--- config.mk ---
export PLATFORM = sky130hd
export DESIGN_NAME = tictactoe_game
export DESIGN_NICKNAME = d
export VERILOG_FILES = /design/src/rtl/tictactoe_pkg.sv /design/src/rtl/tictactoe_game_win_detect.sv /design/src/rtl/tictactoe_game.sv
export SDC_FILE = /design/constraint.sdc
export NUM_CORES = 1
export LEC_CHECK = 0
export BUFFER_PORTS_ARGS = -buffer_cell sky130_fd_sc_hd__buf_2
export CORE_MARGIN = 5
export CORE_UTILIZATION = 62
export DETAILED_ROUTE_END_ITERATION = 12
export PLACE_DENSITY = 0.8
export SYNTH_ARGS = -nofsm -noshare
export SYNTH_HDL_FRONTEND = slang
export SYNTH_SLANG_ARGS = --single-unit
--- constraint.sdc ---
create_clock -name clock -period 11.2 [get_ports clock]
set_input_delay 0 -clock clock [delete_from_list [all_inputs] [get_ports clock]]
set_output_delay 0 -clock clock [all_outputs]
set_load 0.02 [all_outputs]
--- src/rtl/tictactoe_pkg.sv ---
// rtl/tictactoe_pkg.sv - shared constants and types for the tic-tac-toe referee
package tictactoe_pkg;

   localparam int BOARD_W = 9;

   typedef enum logic {
      TURN_X = 1'b0,
      TURN_O = 1'b1
   } turn_t;

   localparam logic [0:2] RES_NONE = 3'b000;
   localparam logic [0:2] RES_X    = 3'b100;
   localparam logic [0:2] RES_O    = 3'b010;
   localparam logic [0:2] RES_DRAW = 3'b001;

   // Cell 0 is the leftmost bit, so masks read row-major left to right.
   localparam logic [0:BOARD_W-1] WIN_LINES [8] = '{
      9'b111000000, 9'b000111000, 9'b000000111,
      9'b100100100, 9'b010010010, 9'b001001001,
      9'b100010001, 9'b001010100
   };

endpackage

--- src/rtl/tictactoe_game_win_detect.sv ---
// rtl/tictactoe_game_win_detect.sv - flags a board holding any complete win line
module win_detect
   import tictactoe_pkg::*;
(
   input  logic [0:BOARD_W-1] board,
   output logic               has_line
);

   always_comb begin
      has_line = 1'b0;
      for (int i = 0; i < 8; i++) begin
         if ((board & WIN_LINES[i]) == WIN_LINES[i]) begin
            has_line = 1'b1;
         end
      end
   end

endmodule

--- src/rtl/tictactoe_game.sv ---
// rtl/tictactoe_game.sv - tic-tac-toe referee: board, turn order and registered result
module tictactoe_game
   import tictactoe_pkg::*;
(
   input  logic               clock,
   input  logic               reset,
   input  logic [0:BOARD_W-1] posicao,
   output logic [0:2]         vencedor
);

   logic [0:BOARD_W-1] board_x;
   logic [0:BOARD_W-1] board_o;
   logic [0:BOARD_W-1] next_x;
   logic [0:BOARD_W-1] next_o;
   turn_t              turn;
   logic               accept;
   logic               win_x;
   logic               win_o;
   logic [0:2]         next_result;

   assign accept = $onehot(posicao)
                && ((posicao & (board_x | board_o)) == '0)
                && (vencedor == RES_NONE);

   always_comb begin
      next_x = board_x;
      next_o = board_o;
      if (accept) begin
         if (turn == TURN_X) next_x = board_x | posicao;
         else                next_o = board_o | posicao;
      end
   end

   win_detect u_win_x (.board(next_x), .has_line(win_x));
   win_detect u_win_o (.board(next_o), .has_line(win_o));

   // Only the mover can complete a line, and a win beats a full board.
   always_comb begin
      next_result = RES_NONE;
      if ((turn == TURN_X) && win_x)      next_result = RES_X;
      else if ((turn == TURN_O) && win_o) next_result = RES_O;
      else if (&(next_x | next_o))        next_result = RES_DRAW;
   end

   always_ff @(posedge clock) begin
      if (reset) begin
         board_x  <= '0;
         board_o  <= '0;
         turn     <= TURN_X;
         vencedor <= RES_NONE;
      end else if (accept) begin
         board_x  <= next_x;
         board_o  <= next_o;
         turn     <= (turn == TURN_X) ? TURN_O : TURN_X;
         vencedor <= next_result;
      end
   end

endmodule

==> results of run 1 <==
[kinds of logic after synthesis]
family | after synthesis
buffers and inverters | 26
AOI/OAI and AO/OA | 59
DFF | 22
and+or+nand+nor | 51
xor gates and xnor gates | 1
adders and majority gates | 7
[layout by cell type (no fill, tap or decap), types with 2 or more instances in the layout]
| cell type | Yosys | routed |
|---|---|---|
| nor2b_1 | 2 | 2 |
| o22a_1 | 4 | 4 |
| a21oi_1 | 11 | 11 |
| nor4_1 | 2 | 2 |
| nand2_1 | 6 | 6 |
| ha_1 | 2 | 2 |
| o21ai_0 | 5 | 5 |
| clkbuf_4 | 0 | 3 |
| a211oi_1 | 5 | 5 |
| fa_1 | 5 | 5 |
| buf_2 | 6 | 13 |
| inv_1 | 16 | 16 |
| a41oi_1 | 9 | 9 |
| a41oi_2 | 2 | 2 |
| nor3_1 | 10 | 10 |
| o21ai_1 | 8 | 8 |
| nor2_1 | 20 | 20 |
| dfxtp_1 | 22 | 22 |
| a31oi_1 | 3 | 3 |
| and4_1 | 3 | 3 |
| nand2b_1 | 2 | 2 |
| a21o_1 | 4 | 4 |
[routing by layer]
metal	routed length, µm	part of all wire [%]
met2	1550	45
met3	270	7.9
met5	0	0
met1	1480	43
met4	143	4.2
[final timing paths]
kind / start / end / slack [ps] / cells past startpoint
worst min-delay path: posicao[5] / board_o[5]$_SDFFE_PP0N_ / 30 / 3
worst max register to register: board_o[4]$_SDFFE_PP0N_ / vencedor[2]$_SDFFE_PP0N_ / 8800 / 8
worst max-delay path: posicao[8] / vencedor[2]$_SDFFE_PP0N_ / 7110 / 17
worst min register to register: vencedor[0]$_SDFFE_PP0N_ / vencedor[0]$_SDFFE_PP0N_ / 490 / 2
[through the flow]
step | hold slack, ps | std cells | setup slack [ps] | util [%] | power [mW]
after floorplan | 71.6 | 166 | 7210 | - | 0.193
after global placement | 355 | 197 | 6820 | 66.5 | 0.211
after detailed placement | 351 | 197 | 6820 | 66.5 | 0.212
after CTS | 27.4 | 201 | 7130 | 68.2 | 0.256
after global routing | 41.3 | 201 | 6970 | 68.2 | 0.278
final | 25.9 | 201 | 7110 | 68.2 | 0.258
[state kept, by name (all words and copies together), names as in the netlist]
register and flops:
board_x 9, vencedor 3, turn 1, board_o 9
[worst max-delay path, delay by kind of cell]
family | cells | cell delay [ps]
AOI/OAI and AO/OA | 5 | 1190
adders and majority gates | 5 | 2260
and+or+nand+nor | 3 | 590
buffers and inverters | 4 | 310
[layout make-up]
type	instances	share of cell area, %
Clock buffer	4	2.45
Inverter	16	4.06
Multi-Input combinational cell	118	56.9
Sequential cell	22	29.8
Tap cell	28	2.37
Timing Repair Buffer	13	4.40
[power by group]
part / switching, mW / leakage (nW) / total, mW / internal (mW)
clock network: 0.0253 / 0.0210 / 0.0452 / 0.0199
registers: 0.0148 / 0.178 / 0.102 / 0.0876
logic: 0.0672 / 0.387 / 0.110 / 0.0431
==> flow_metrics.py, run 1 <==
metrics = {
    "power": {
        "p_per_area_nw_per_um2": 174,
        "peakVddDrop_v": 0.000124,
        "total_leakage_power_nw": 0.586,
    },
    "synthesis": {
        "synth_seq_area_share_pct": 31.6,
        "synth_xor_xnor_area_share_pct": 0.628,
        "synth_cell_types": 39,
        "yosysTopAreaCellShare_pct": 31.6,
        "ys_ff_latch": 22,
        "synth_nets": 184,
        "synth_cells": 166,
        "yosysMostFrequentCell": "dfxtp_1",
        "synthAdderAreaFrac_pct": 8.97,
        "synth-compound-area-share_pct": 31.7,
        "yosysWarnings": 0,
        "synth.area.mux_share_pct": 0,
        "synth_area_um2": 1400,
        "synth-main-ff-cell": "dfxtp_1",
        "syn_area_per_cell_um2": 8.40,
        "synth_edf_count": 0,
        "synthTopCellsByArea": "dfxtp_1, fa_1, a41oi_1",
        "synthSimpleGateAreaFrac_pct": 19.0,
        "synth_top_family_by_area": "compound AO/OA/AOI/OAI gates",
        "synthTopCellsByCount": "dfxtp_1, nor2_1, inv_1, a21oi_1, nor3_1",
        "post-synth-top-area-cell": "dfxtp_1",
        "synth_async_sr_flop_share_pct": 0,
    },
    "cts": {
        "cts-root-buf": "clkbuf_4",
        "cts_hold_buf": 0,
        "ctsResizeCount": 0,
        "htreeDepth": 1,
        "post_cts_buffers": 0,
        "numCtsBuffers": 3,
        "clk_pin_slew_ps": 120,
        "cts_tree": "done",
        "cts_buffer_depth": 2,
        "insertion_delay_ps": 320,
        "cts_sinks": 22,
    },
    "timing": {
        "period_share_pct": 36.5,
        "hold_viol": 0,
        "setup_viol": 0,
        "slew_violations": 0,
        "rsz0062_at_grt": "false",
        "max-slew-margin-rel_pct": 57.7,
        "fin_crit_ps": 4090,
        "finClkSkew_ps": 3.74,
        "fmaxAchievable_mhz": 245,
        "fin_tns_setup_ps": 0,
        "tightest_slew_ps": 633,
    },
    "floorplanning": {
        "ioPinCount": 14,
        "dieArea_um2": 3300,
        "die_x_um": 57.4,
        "rows": 17,
        "start_util_pct": 64.3,
        "core_area_um2": 2170,
        "die_y_um": 57.4,
    },
    "place": {
        "place_area_um2": 1440,
        "port_buffers": 13,
        "routabilityCongestion": 0.915,
        "dp_hpwl_mm": 2.68,
    },
    "global_routing": {
        "use_met2_pct": 34.4,
        "top_usage_layer": "met2",
        "use_met3_pct": 4.30,
        "grt_util_all_layers_pct": 22.6,
        "grt-ovfl-total": 0,
        "antenna_found_initial": 0,
        "grt_max_degree": 24,
        "grt_use_met1_pct": 31.1,
        "grt_pass1_wl_mm": 5.74,
        "grt_pass1_vias": 1235,
    },
    "drt": {
        "num_vias": 1303,
        "antenna_left": 0,
        "routed_wl_mm": 3.44,
        "drt_iter0_drc": 66,
        "first_pass_iters": 7,
        "post_drt_wl_per_cell_um": 17.1,
        "drc_errors": 0,
        "via_per_inst": 6.48,
    },
    "critical_path": {
        "required_ps": 11460,
        "critPathMaxStageDelay_ps": 550,
        "worstPathArrival_ps": 4350,
        "startpoint_type": "primary input",
        "crit_chain": "buf_2 > inv_1 > fa_1 > fa_1 > fa_1 > inv_1 > fa_1 > inv_1 > fa_1 > o21ai_0 > and4b_4 > a41oi_1 > nor2_1 > a221o_1 > or2_0 > o2bb2a_4 > o22ai_2",
        "cp_common_cell": "fa_1",
        "setup.worst_path.end_class": "register",
        "cp_slowest_cell": "fa_1",
        "crit_type": "primary input to register",
        "critPathMaxFanout": 13,
    },
    "job": {
        "max_cap_viol_count": 0,
    },
    "run_status": {
        "run_status": "completed",
    },
    "finish": {
        "multi_input_area_um2": 842,
        "drive_above_1_share_pct": 13.9,
        "seq_area_um2": 440,
        "num-nets-final": 192,
        "syn2layout_area_growth_pct": 6.01,
        "postLayoutCellArea_um2": 1480,
        "antenna_cells": 0,
        "fillers": 199,
    },
    "worst_hold_path": {
        "hold_class": "primary input to register",
    },
}
Note: power is estimated with default switching activity, not from simulation.
==> run 2, diff against run 1 <==
--- a/config.mk
+++ b/config.mk
@@ -5,11 +5,12 @@
 export SDC_FILE = /design/constraint.sdc
 export NUM_CORES = 1
 export LEC_CHECK = 0
+export ABC_AREA = 1
 export BUFFER_PORTS_ARGS = -buffer_cell sky130_fd_sc_hd__buf_2
 export CORE_MARGIN = 5
-export CORE_UTILIZATION = 62
+export CORE_UTILIZATION = 59
 export DETAILED_ROUTE_END_ITERATION = 12
-export PLACE_DENSITY = 0.8
+export PLACE_DENSITY = 0.76
 export SYNTH_ARGS = -nofsm -noshare
 export SYNTH_HDL_FRONTEND = slang
 export SYNTH_SLANG_ARGS = --single-unit
==> constraint.sdc (replaced) <==
create_clock -name clock -period 4.2 [get_ports clock]
set_input_delay 0 -clock clock [delete_from_list [all_inputs] [get_ports clock]]
set_output_delay 0 -clock clock [all_outputs]
set_load 0.02 [all_outputs]
==> run 2 against run 1 <==
  * Clock power rose by 120%
  * Non-clock buffer count rose by 3
  * Critical endpoint is now vencedor[0]$_SDFFE_PP0N_
  * Largest cell class unchanged
  * Sequential power rose to 2.5 times the previous value
  * Routed wire length rose by 10%
  * Highest routed layer unchanged
==> flow_metrics.py, run 2 <==
metrics = {
    "timing": {
        "hold_viol": 0,
        "fin_crit_ps": 3890,
        "rsz0062_at_grt": "false",
        "whs_ps": 9.14,
        "period_share_pct": 92.6,
        "setup_viol": 0,
        "tightest_slew_ps": 509,
        "slew_violations": 0,
        "setup_ws_ps": 310,
        "fmaxAchievable_mhz": 257,
        "max-slew-margin-rel_pct": 66.0,
        "fin_tns_setup_ps": 0,
        "finClkSkew_ps": 1.55,
    },
    "synthesis": {
        "synth_cell_types": 24,
        "ys_ff_latch": 22,
        "synth_area_um2": 1610,
        "synth_nets": 288,
        "post-synth-top-area-cell": "dfxtp_1",
        "synthTopCellsByArea": "dfxtp_1, nand2_1, inv_1",
        "yosysTopAreaCellShare_pct": 27.4,
        "synth-main-ff-cell": "dfxtp_1",
        "yosysWarnings": 0,
        "yosysMostFrequentCell": "nand2_1",
        "synth_seq_area_share_pct": 27.4,
        "synthTopCellsByCount": "nand2_1, inv_1, nor2_1, dfxtp_1",
        "synth_cells": 270,
        "synth_edf_count": 0,
        "synth_async_sr_flop_share_pct": 0,
        "syn_area_per_cell_um2": 5.95,
    },
    "floorplanning": {
        "ioPinCount": 14,
        "die_y_um": 62.2,
        "core_area_um2": 2690,
        "die_x_um": 62.2,
        "start_util_pct": 59.8,
        "rows": 19,
        "dieArea_um2": 3870,
    },
    "run_status": {
        "run_status": "completed",
    },
    "worst_hold_path": {
        "min_delay_path_depth": 3,
        "hold_class": "primary input to register",
    },
    "place": {
        "dp_hpwl_mm": 3.05,
        "place_area_um2": 1700,
        "port_buffers": 13,
        "routabilityCongestion": 0.924,
        "place_ws_ps": 120,
    },
    "cts": {
        "clk_pin_slew_ps": 120,
        "numCtsBuffers": 3,
        "cts_tree": "done",
        "insertion_delay_ps": 310,
        "htreeDepth": 1,
        "cts_buffer_depth": 2,
        "cts-root-buf": "clkbuf_4",
        "cts_sinks": 22,
    },
    "critical_path": {
        "cp_top_family": "adder cells",
        "startpoint_type": "primary input",
        "critPathMaxFanout": 11,
        "cp_num_buf_inv": 7,
        "required_ps": 4460,
        "path_depth": 26,
        "cp_slowest_cell": "fa_1",
        "cp_common_cell": "nand2_1",
        "worstPathArrival_ps": 4140,
        "crit_type": "primary input to register",
        "critPathMaxStageDelay_ps": 550,
        "reg2reg_depth": 16,
        "setup.worst_path.end_class": "register",
    },
    "drt": {
        "num_vias": 1552,
        "routed_wl_mm": 3.79,
        "drc_errors": 0,
        "post_drt_wl_per_cell_um": 12.0,
        "drt_iter0_drc": 104,
        "via_per_inst": 4.91,
        "antenna_left": 0,
        "first_pass_iters": 4,
    },
    "finish": {
        "num-nets-final": 305,
        "postLayoutCellArea_um2": 1740,
        "antenna_cells": 0,
        "final_common_cell": "nand2_1",
        "top_regs": "board_o: 9 flops, board_x: 9 flops, vencedor: 3 flops",
        "drive_above_1_share_pct": 13.3,
        "mostFrequentLayoutCells": "nand2_1, inv_1, nor2_1",
        "syn2layout_area_growth_pct": 8.18,
    },
    "power": {
        "p_per_area_nw_per_um2": 393,
        "total_leakage_power_nw": 0.962,
        "total_power_mw": 0.683,
        "peakVddDrop_v": 0.000295,
    },
    "global_routing": {
        "grt-ovfl-total": 0,
        "grt_pass1_wl_mm": 6.56,
        "antenna_found_initial": 0,
        "grt_pass1_vias": 1404,
        "grt_util_all_layers_pct": 20.6,
        "grt_max_degree": 23,
    },
    "job": {
        "max_cap_viol_count": 0,
    },
}
run 2: path summary, 6_finish.rpt:
check                                                end  slack, ps               startpoint
worst min register to register   board_x[0]$_SDFFE_PP0N_        480  board_x[0]$_SDFFE_PP0N_
worst min-delay path             board_x[7]$_SDFFE_PP0N_          9               posicao[7]
worst max register to register  vencedor[0]$_SDFFE_PP0N_       2030  board_o[1]$_SDFFE_PP0N_
worst max-delay path            vencedor[0]$_SDFFE_PP0N_        310               posicao[3]
run 2: timing repair:
action,4_1_cts,5_1_grt
resized for setup,0,0
hold endpoints to repair,2,0
buffers inserted,0,0
hold buffers,2,0
run 2: area by class of cell:
type                       instances  area [µm²]
fill                             274         948
multi-input combinational        186         926
sequential                        22         440
inverter                          58         218
timing repair buffer              16        92.6
tap                               31        38.8
clock buffer                       3        22.5
run 2: stage by stage:
| step | util [%] | std cells |
|---|---|---|
| floorplan | - | 270 |
| global placement | 63.1 | 311 |
| detailed placement | 63.1 | 311 |
| CTS | 64.7 | 316 |
| global route | 64.7 | 316 |
| finish | 64.7 | 316 |
run 2: where the power goes:
| group | switching, mW | total (mW) | leakage, nW | internal, mW |
|---|---|---|---|---|
| clock network | 0.0652 | 0.0987 | 0.0138 | 0.0336 |
| logic | 0.220 | 0.328 | 0.771 | 0.109 |
| registers | 0.0254 | 0.256 | 0.178 | 0.231 |
| total | 0.310 | 0.683 | 0.962 | 0.373 |
run 2: logic make-up (layout without fill, tap and decap cells):
family	Yosys count	after routing	synth area share, %
AND/OR/NAND/NOR	153	153	40.9
buffers and inverters	62	77	15.0
AO/OA/AOI/OAI	26	26	8.96
flip-flops	22	22	27.4
adder cells (fa/ha/maj)	7	7	7.79
run 2: tightest hold or removal path, stage by stage:
cell	delay, ps
buf_2	120
nand2_1	100
a21oi_1	70
run 2: routing by layer:
metal	GRT usage (%)	vias to the layer above	routed length (µm)
li1	-	836	-
met1	28.8	656	1800
met2	30.2	47	1610
met3	4.14	13	238
met4	9.21	0	142
met5	0	-	0
==> run 3, diff against run 2 <==
--- a/config.mk
+++ b/config.mk
@@ -5,12 +5,11 @@
 export SDC_FILE = /design/constraint.sdc
 export NUM_CORES = 1
 export LEC_CHECK = 0
-export ABC_AREA = 1
 export BUFFER_PORTS_ARGS = -buffer_cell sky130_fd_sc_hd__buf_2
 export CORE_MARGIN = 5
-export CORE_UTILIZATION = 59
+export CORE_UTILIZATION = 58
 export DETAILED_ROUTE_END_ITERATION = 12
-export PLACE_DENSITY = 0.76
+export PLACE_DENSITY = 0.79
 export SYNTH_ARGS = -nofsm -noshare
 export SYNTH_HDL_FRONTEND = slang
 export SYNTH_SLANG_ARGS = --single-unit
==> run 3 against run 2 <==
  * Combinational power is 16% higher
  * Register-to-register slack worse by 410 ps
  * Critical endpoint is now vencedor[2]$_SDFFE_PP0N_
  * Largest cell class unchanged
  * Critical path type unchanged
  * Highest routed layer unchanged
  * Via count is 3.5% lower
  * Count of clock-buffer cells in the layout is 1 higher
==> flow_metrics.py, run 3 (same netlist as run 1, synthesis figures left out) <==
metrics = {
    "floorplanning": {
        "rows": 17,
        "dieArea_um2": 3490,
        "core_area_um2": 2250,
        "start_util_pct": 61.9,
        "ioPinCount": 14,
        "die_y_um": 59.0,
        "die_x_um": 59.0,
    },
    "finish": {
        "fillers": 169,
        "num-nets-final": 215,
        "top_regs": "board_o: 9 flops, board_x: 9 flops, vencedor: 3 flops",
        "drive_above_1_share_pct": 24.0,
        "mostFrequentLayoutCells": "buf_4, dfxtp_1, nor2_1",
        "antenna_cells": 0,
        "final_common_cell": "buf_4",
        "multi_input_area_um2": 853,
        "seq_area_um2": 440,
        "syn2layout_area_growth_pct": 19.2,
    },
    "timing": {
        "setup_viol": 0,
        "rsz0062_at_grt": "false",
        "period_share_pct": 96.4,
        "setup_ws_ps": 149,
        "finClkSkew_ps": 11.4,
        "fin_crit_ps": 4050,
        "tightest_slew_ps": 702,
        "whs_ps": 65.2,
        "fin_tns_setup_ps": 0,
        "hold_viol": 0,
        "fmaxAchievable_mhz": 247,
        "slew_violations": 0,
        "max-slew-margin-rel_pct": 53.1,
    },
    "power": {
        "peakVddDrop_v": 0.000337,
        "p_per_area_nw_per_um2": 468,
        "total_power_mw": 0.779,
        "total_leakage_power_nw": 0.694,
    },
    "global_routing": {
        "grt-ovfl-total": 0,
        "grt_max_degree": 24,
        "grt_pass1_wl_mm": 6.88,
        "grt_util_all_layers_pct": 25.8,
        "grt_pass1_vias": 1464,
        "antenna_found_initial": 0,
    },
    "critical_path": {
        "critPathMaxStageDelay_ps": 550,
        "worstPathArrival_ps": 4300,
        "cp_common_cell": "fa_1",
        "crit_type": "primary input to register",
        "setup.worst_path.end_class": "register",
        "critPathMaxFanout": 10,
        "cp_slowest_cell": "fa_1",
        "crit_chain": "buf_2 > inv_1 > fa_1 > fa_1 > fa_1 > inv_1 > fa_1 > inv_1 > fa_1 > o21ai_0 > and4b_4 > and4_1 > buf_4 > a31oi_1 > o32ai_1 > a221oi_2 > o2bb2a_4 > o22ai_2",
        "startpoint_type": "primary input",
        "required_ps": 4450,
    },
    "cts": {
        "post_cts_buffers": 0,
        "cts_buffer_depth": 2,
        "cts_tree": "done",
        "htreeDepth": 1,
        "cts_sinks": 22,
        "cts_hold_buf": 0,
        "clk_pin_slew_ps": 130,
        "insertion_delay_ps": 320,
        "numCtsBuffers": 3,
        "ctsResizeCount": 0,
        "cts-root-buf": "clkbuf_4",
    },
    "place": {
        "place_ws_ps": -158,
        "dp_hpwl_mm": 3.04,
        "port_buffers": 13,
        "routabilityCongestion": 1.03,
    },
    "drt": {
        "routed_wl_mm": 4.05,
        "first_pass_iters": 8,
        "post_drt_wl_per_cell_um": 18.1,
        "via_per_inst": 6.68,
        "antenna_left": 0,
        "drt_iter0_drc": 86,
        "drc_errors": 0,
        "num_vias": 1497,
    },
    "worst_hold_path": {
        "hold_class": "primary input to register",
    },
    "run_status": {
        "run_status": "completed",
    },
    "job": {
        "max_cap_viol_count": 0,
    },
}
run 3: layout make-up:
cell class              instances  area share [%]
clock buffers                   4            2.18
inverters                      16            3.61
multi-input cells             118            51.3
flip-flops and latches         22            26.5
well taps                      28            2.11
repair buffers                 36            14.3
run 3: worst paths after layout:
kind | start | end | slack, ps | depth (start not counted)
hold reg to reg | vencedor[0]$_SDFFE_PP0N_ | vencedor[0]$_SDFFE_PP0N_ | 490 | 2
setup / recovery | posicao[8] | vencedor[2]$_SDFFE_PP0N_ | 150 | 18
setup reg to reg | board_o[4]$_SDFFE_PP0N_ | vencedor[2]$_SDFFE_PP0N_ | 1620 | 9
hold / removal | posicao[1] | board_x[1]$_SDFFE_PP0N_ | 70 | 3
run 3: through the flow:
stage	util [%]	instances	cell area [µm²]
2_1_floorplan	-	166	1400
3_3_place_gp	71.6	220	1620
3_5_place_dp	71.6	220	1620
4_1_cts	73.3	224	1650
5_1_grt	73.8	224	1660
6_report	73.8	224	1660
run 3: routing by layer:
| layer | up-vias | wire, µm | global-route usage [%] |
|---|---|---|---|
| li1 | 667 | - | - |
| met4 | 0 | 197 | 14.9 |
| met3 | 25 | 347 | 3.92 |
| met5 | - | 0 | 0 |
| met1 | 708 | 1640 | 35.0 |
| met2 | 97 | 1870 | 39.0 |
run 3: power breakdown:
part           switching [mW]  internal, mW
Sequential             0.0436         0.234
Combinational           0.207         0.175
Clock                  0.0677        0.0530
Total                   0.318         0.461
run 3: worst max-delay path: cells and delay by family:
kind	cells	cell delay (ps)
adder cells (fa/ha/maj)	5	2260
buffers and inverters	5	450
AO/OA/AOI/OAI	6	1070
AND/OR/NAND/NOR	2	530
